[src/rtl/alu_divider.sv]
// Radix-2 restoring divider: W quotient bits in W cycles, with a one-cycle DONE state.
// Define ALU_DIVIDER_SIGNED_EN to add the sgn input for two's-complement operands.
module alu_divider #(
  parameter int W = 16
) (
  input  logic         clk,
  input  logic         rst,
  input  logic         start,
  input  logic [W-1:0] dividend,
  input  logic [W-1:0] divisor,
`ifdef ALU_DIVIDER_SIGNED_EN
  input  logic         sgn,
`endif
  output logic [W-1:0] quotient,
  output logic [W-1:0] remainder,
  output logic         busy,
  output logic         done,
  output logic         dbz
);

  localparam int CW = (W > 1) ? $clog2(W) : 1;

  typedef enum logic [1:0] {S_IDLE, S_RUN, S_DONE} state_t;

  state_t         r_state, w_state_next;
  logic [CW-1:0]  r_count;
  logic [W-1:0]   r_dvd;        // dividend shifts out the top, quotient bits shift in below
  logic [W-1:0]   r_dvs;
  logic [W-1:0]   r_part;
  logic           r_neg_q, r_neg_r;

  logic           w_neg_a, w_neg_b, w_last, w_borrow;
  logic [W-1:0]   w_mag_a, w_mag_b, w_dvd_next, w_part_next;
  logic [W:0]     w_shift, w_trial;

  function automatic logic [W-1:0] neg_if(input logic n, input logic [W-1:0] v);
    return n ? (~v + 1'b1) : v;
  endfunction

`ifdef ALU_DIVIDER_SIGNED_EN
  assign w_neg_a = sgn & dividend[W-1];
  assign w_neg_b = sgn & divisor[W-1];
`else
  assign w_neg_a = 1'b0;
  assign w_neg_b = 1'b0;
`endif

  assign w_mag_a = neg_if(w_neg_a, dividend);
  assign w_mag_b = neg_if(w_neg_b, divisor);

  // The shifted partial remainder is below twice the divisor, so bit W of the
  // (W+1)-bit difference is set exactly when the trial subtraction borrows.
  assign w_shift     = {r_part, r_dvd[W-1]};
  assign w_trial     = w_shift - {1'b0, r_dvs};
  assign w_borrow    = w_trial[W];
  assign w_part_next = w_borrow ? w_shift[W-1:0] : w_trial[W-1:0];
  assign w_dvd_next  = {r_dvd[W-2:0], ~w_borrow};
  assign w_last      = (r_count == CW'(W - 1));

  assign busy = (r_state != S_IDLE);
  assign done = (r_state == S_DONE);

  // NOTE: sequential state uses non-blocking assignments so every register
  // samples pre-edge values regardless of statement order.
  always_ff @(posedge clk) begin
    if (rst) r_state <= S_IDLE;
    else     r_state <= w_state_next;
  end

  // NOTE: next state gets its default first so no path leaves it unassigned
  // and no latch is inferred.
  always_comb begin
    w_state_next = r_state;
    unique case (r_state)
      S_IDLE: if (start) w_state_next = (divisor == '0) ? S_DONE : S_RUN;
      S_RUN:  if (w_last) w_state_next = S_DONE;
      S_DONE: w_state_next = S_IDLE;
      default: w_state_next = S_IDLE;
    endcase
  end

  always_ff @(posedge clk) begin
    if (rst) begin
      r_count   <= '0;
      r_dvd     <= '0;
      r_dvs     <= '0;
      r_part    <= '0;
      r_neg_q   <= 1'b0;
      r_neg_r   <= 1'b0;
      quotient  <= '0;
      remainder <= '0;
      dbz       <= 1'b0;
    end else begin
      unique case (r_state)
        S_IDLE: begin
          if (start && divisor == '0) begin
            quotient  <= '1;
            remainder <= dividend;
            dbz       <= 1'b1;
          end else if (start) begin
            r_dvd   <= w_mag_a;
            r_dvs   <= w_mag_b;
            r_part  <= '0;
            r_count <= '0;
            r_neg_q <= w_neg_a ^ w_neg_b;
            r_neg_r <= w_neg_a;
          end
        end
        S_RUN: begin
          r_part  <= w_part_next;
          r_dvd   <= w_dvd_next;
          r_count <= r_count + 1'b1;
          if (w_last) begin
            quotient  <= neg_if(r_neg_q, w_dvd_next);
            remainder <= neg_if(r_neg_r, w_part_next);
            dbz       <= 1'b0;
          end
        end
        default: ;
      endcase
    end
  end

endmodule

[config.mk]
export PLATFORM = sky130hd
export DESIGN_NAME = alu_divider
export DESIGN_NICKNAME = d
export VERILOG_FILES = /design/src/rtl/alu_divider.sv
export SDC_FILE = /design/constraint.sdc
export NUM_CORES = 1
export LEC_CHECK = 0
export CORE_MARGIN = 2
export CORE_UTILIZATION = 30
export DETAILED_ROUTE_END_ITERATION = 7
export GPL_TIMING_DRIVEN = 0
export PLACE_DENSITY = 0.57
export SLEW_MARGIN = 20
export SYNTH_ARGS = -nofsm -noshare
export SYNTH_HDL_FRONTEND = slang
export SYNTH_SLANG_ARGS = --single-unit
[constraint.sdc]
create_clock -name clk -period 2.6 [get_ports clk]
set_input_delay 0.78 -clock clk [delete_from_list [all_inputs] [get_ports clk]]
set_output_delay 0.78 -clock clk [all_outputs]
set_load 0.005 [all_outputs]
== Word level (Yosys, flattened, before mapping) ==
Index checks and enable logic that the tools add are counted.

* Add/subtract/negate cells: 2
* Equal/unequal tests: 7
* Mux-type cells: 23
* Bitwise gates (word level): 2
* Reduce and logical (&&, ||, !) cells: 9

{| class="wikitable"
|+ Operator list
! cell !! count
|-
| $mux 16 || 9
|-
| $pmux 16 s2 || 4
|-
| $sub 17x16->17 || 1
|-
| $logic_not 16->1 || 1
|-
| $reduce_and 3->1 || 3
|-
| $mux 4 || 2
|-
| $ne 2x2->1 const B || 4
|-
| $pmux 4 s2 || 1
|-
| $mux 2 || 3
|-
| $add 4x1->4 const B || 1
|-
| $eq 4x4->1 const B || 1
|-
| $pmux 2 s2 || 1
|-
| $reduce_bool 2->1 || 2
|-
| $eq 2x1->1 const B || 1
|-
| $eq 2x2->1 const B || 1
|-
| $logic_not 2->1 || 1
|-
| $mux 1 || 2
|-
| $not 1->1 || 2
|-
| $pmux 1 s2 || 1
|-
| $reduce_and 2->1 || 1
|-
| $logic_and 1x1->1 || 1
|}

* Register bits after elaboration: 87
* Bits of input ports: 35
* Output and inout bits: 35
* Word-level logic and storage cells: 51

== Depth between registers and ports, before layout ==
* Word-level depth: 4
* Depth in mapped cells: 13
* Gate-level depth less buffers: 10

== Worst setup path after synthesis ==
OpenSTA, ideal clock, no wires.

* Kind: flip-flop to flip-flop
* From: register r_dvd[15]
* To: register r_part[14]
* Library setup time: 0.125 ns
* Arrival: 2.477 ns
* Required time: 2.475 ns
* Slack: -0.002 ns
* Stages on the path, launching flop included: 14
* Path buffers: 3
* Period minus slack after synthesis: 2.602 ns
* Cells stage by stage: dfxtp_1 > inv_1 > ha_1 > fa_1 > nor2b_1 > o31a_1 > o211ai_2 > and4_4 > buf_6 > or2_1 > buf_6 > buf_6 > a32oi_1 > o31ai_1

* Word-level cells in the longest chain between the ends: 3

{| class="wikitable"
|+ RTL lines
! element !! RTL line !! RTL
|-
| start: declaration || 27 || <nowiki>logic [W-1:0] r_dvd;</nowiki>
|-
| start signal: assignment || 101 || <nowiki>r_dvd <= w_mag_a;</nowiki>
|-
| start signal: assignment || 111 || <nowiki>r_dvd <= w_dvd_next;</nowiki>
|-
| $sub 17x16->17 || 54 || <nowiki>assign w_trial = w_shift - {1'b0, r_dvs};</nowiki>
|-
| $mux 16 || 56 || <nowiki>assign w_part_next = w_borrow ? w_shift[W-1:0] : w_trial[W-1:0];</nowiki>
|-
| $pmux 16 s2 || 94 || <nowiki>unique case (r_state)</nowiki>
|-
| end signal: assignment || 110 || <nowiki>r_part <= w_part_next;</nowiki>
|-
| end: declaration || 29 || <nowiki>logic [W-1:0] r_part;</nowiki>
|}

Every way passes these cells.
A chain may end at the register's enable or synchronous reset.

== Final worst setup path ==
* From: register r_dvd[15]
* To: register remainder[11]

* Word-level cells in the longest chain between the ends: 4

{| class="wikitable"
|+ RTL lines
! element !! RTL line !! RTL
|-
| $sub 17x16->17 || 54 ||
|-
| $mux 16 || 56 ||
|-
| $mux 16 || 113 || <nowiki>if (w_last) begin</nowiki>
|-
| $pmux 16 s2 || 94 ||
|-
| end signal: assignment || 98 || <nowiki>remainder <= dividend;</nowiki>
|-
| end signal: assignment || 115 || <nowiki>remainder <= neg_if(r_neg_r, w_part_next);</nowiki>
|-
| end: declaration || 15 || <nowiki>output logic [W-1:0] remainder,</nowiki>
|}

Every way passes these cells. The select of a mux whose other input is x is not followed.

==> impl_metrics.json <==
{
  "synth_seq_area_share_pct": 40.0,
  "ys_ff_latch": 87,
  "crit_fanout": 5,
  "numPlacedInstances": 771,
  "r2r_end": "remainder[11]",
  "violations": "negative setup slack",
  "clk_root_buffer_cell": "clkbuf_16",
  "finalCriticalPeriod_ns": 2.62,
  "cp-endpoint": "remainder[11]",
  "cp.required_ns": 2.89,
  "p_leak_nw": 2.27,
  "finalCoreUtilization_pct": 42.3,
  "post_route_cells_drive_above_1_share_pct": 15.7,
  "design_area_um2": 6070,
  "synth-warning-count": 0,
  "start_util_pct": 30.3,
  "clkSinkCount": 87,
  "hpwl_um": 10300,
  "cp-end-kind": "register",
  "drt-pass1-iter-count": 5,
  "ys_types": 60,
  "rsz0062_at_grt": "yes",
  "hp-class": "reg -> reg",
  "outcome": "finished, violations left",
  "clock.fmax_ghz": 0.382,
  "cp-startpoint": "r_dvd[15]",
  "antenna_found_initial": 0,
  "synth.largest_area_cell": "dfxtp_1",
  "synth.area.top_cells": "dfxtp_1, nand2_1, a21oi_1",
  "path_buf_inv": 2,
  "synth.avg_cell_area_um2": 8.38,
  "cts_hold_buffers": 0,
  "maxSlewViolCount": 0,
  "final_antenna_net_count": 0,
  "cp-start-kind": "register",
  "fin_crit_sh_pct": 101,
  "port_buffers": 68,
  "cts_tree": "built",
  "drc": 0,
  "setup_ws_ns": -0.0203,
  "die_height_um": 124,
  "cp_cell_sequence": "inv_2 -> ha_4 -> fa_2 -> nor2b_4 -> o31a_1 -> o211ai_2 -> and4_4 -> or2_4 -> buf_8 -> o31ai_4 -> o221a_1",
  "worst_pin_slew_ns": 0.589,
  "cts.clk_slew.worst_paths_ns": 0.07,
  "slew_headroom_pct": 60.7,
  "synth_edf_count": 0,
  "cpPeakStageDelay_ns": 0.37,
  "htreeDepth": 3,
  "cts_buffer_depth": 2,
  "synth_area_um2": 4350,
  "clock_latency_ns": 0.35,
  "dpl-instance-area_um2": 5260,
  "layout.nets": 671,
  "grt_pass1_vias": 4070,
  "cp.arrival_ns": 2.91,
  "layout.cells.non_filler": 807,
  "io_pins": 70,
  "crit_path_top_delay_cell": "fa_2",
  "dr_total_vias": 4268,
  "cap_viol_max_count": 0,
  "gp_congestion": 0.891,
  "core_area_um2": 14400,
  "vdd_drop_max_v": 0.000651,
  "ys_async_sr_fraction_pct": 0,
  "worstRegToRegCells": 11,
  "hold_slack_ns": 0.456,
  "avgRoutedWirePerCell_um": 17.2,
  "hold_violations": 0,
  "die-area_um2": 15500,
  "critical_path_class": "reg -> reg",
  "crit_family": "compound AO/OA/AOI/OAI gates",
  "area_growth_pct": 39.6,
  "grt_max_degree": 17,
  "synthesis.nets": 572,
  "crit_cells": 11,
  "finClkSkew_ns": 0.00994,
  "final.fill_count": 1421,
  "fp-row-count": 44,
  "grt_pass1_wl_um": 21700,
  "grt_overflow": 0,
  "via_per_inst": 5.29,
  "groute.usage.overall_pct": 17.5,
  "postSynthCellCount": 519,
  "powerDensity_nw_per_um2": 1200,
  "tritoncts.num_buffers": 9,
  "routed_wl_um": 13900,
  "r2r_slack_ns": -0.02,
  "antenna_cells": 0,
  "synth_top_flop_cell": "dfxtp_1",
  "die_x_um": 124,
  "drtIter0Drc": 298,
  "regToRegStartpoint": "r_dvd[15]",
  "yosysTopAreaCellShare_pct": 40.0,
  "setup_viol": 1
}
==> synthesized netlist by cell type (4+ instances only) <==
master / count
nor3_1: 9
xor2_1: 5
a21oi_1: 53
mux2i_1: 7
xnor2_1: 4
o221a_1: 16
nor2b_1: 5
dfxtp_1: 87
nor2_1: 35
buf_2: 7
inv_1: 22
clkbuf_1: 21
ha_1: 17
a32oi_1: 5
nand4_1: 4
or3_1: 6
nand3_1: 4
o21ai_0: 25
nor4_1: 5
o21a_1: 6
nand2_1: 90
a311oi_1: 17
o221ai_1: 11
==> layer usage <==
metal	track usage, %	vias to the layer above	part of all wire, %
li1	-	2102	-
met1	23.3	2015	47
met2	28.4	128	46
met3	2.58	23	4.2
met4	7.01	0	2.5
met5	0	-	0
==> registers in the layout, summed over array words and instances (netlist names) <==
signal     count
r_state        2
r_part        16
r_dvd         16
r_count        4
quotient      16
r_dvs         16
dbz            1
remainder     16
==> stage by stage <==
step                power, mW  setup WS (ns)  setup TNS [ns]
floorplan                3.78         0.0362               0
global placement         4.53          -1.17          -76.76
detailed placement       4.55          -1.24          -81.69
CTS                      6.05        0.00931               0
global route             7.64        -0.0865          -0.858
finish                   7.27        -0.0203         -0.0203
==> where the power goes <==
| part | internal [mW] | switching, mW | leakage [nW] |
|---|---|---|---|
| Combinational | 2.16 | 2.24 | 1.43 |
| Sequential | 1.45 | 0.147 | 0.709 |
| Clock | 0.686 | 0.590 | 0.140 |
==> layout make-up <==
class | instances | area, um2 | share of cell area (%)
multi-input combinational | 378 | 2650 | 43.6
sequential | 87 | 1740 | 28.7
timing repair buffer | 89 | 877 | 14.4
clock buffer | 10 | 239 | 3.93
tap | 184 | 230 | 3.79
buffer | 31 | 201 | 3.32
inverter | 22 | 82.6 | 1.36
clock inverter | 6 | 51.3 | 0.845
==> timing repair <==
item | 4_1_cts | 5_1_grt
setup buffers | 9 | 7
endpoints found under the hold margin | 0 | 0
cloned | 1 | 4
pin swaps | 14 | 23
endpoints found under the setup margin | 86 | 63
gates resized for setup | 51 | 58
==> cell usage in the layout (no fill, tap or decap), types with 11 or more instances in the layout <==
master and n:
clkdlybuf4s50_1 52, nand2_1 89, ha_1 14, a21oi_1 48, o221a_1 16, o221ai_1 11, inv_1 21, clkbuf_16 12
buf_4 13, dfxtp_1 85, a311oi_1 16, clkbuf_1 18, nor2_1 33, o21ai_0 19
==> kinds of logic (layout without fill, tap and decap cells) <==
kind of cell | Yosys count | count (layout) | share of synthesized area [%]
AOI/OAI and AO/OA | 168 | 168 | 27.5
xor gates and xnor gates | 9 | 9 | 1.81
muxes | 7 | 7 | 1.61
DFF | 87 | 87 | 40.0
adders and majority gates | 18 | 18 | 5.35
and+or+nand+nor | 176 | 176 | 18.3
buffers and inverters | 54 | 158 | 5.38
==> tightest hold or removal path, cell delays in order (launching register included) <==
cell and delay [ns]:
dfxtp_1 0.31, nand2_1 0.05, a21oi_1 0.05
==> how the worst min path moves through the flow <==
| stage | start | slack, ns | cells after the start | endpoint |
|---|---|---|---|---|
| finish | r_dvs[15] | 0.46 | 2 | r_dvs[15] |
| global route | r_dvs[5] | 0.48 | 2 | r_dvs[5] |
| CTS | r_dvs[15] | 0.46 | 2 | r_dvs[15] |
| detailed placement | r_dvs[15] | 0.45 | 2 | r_dvs[15] |
| global placement | r_dvs[15] | 0.45 | 2 | r_dvs[15] |
| floorplan | r_part[15] | 0.44 | 2 | r_part[15] |
(Power assumes the default switching activity.)
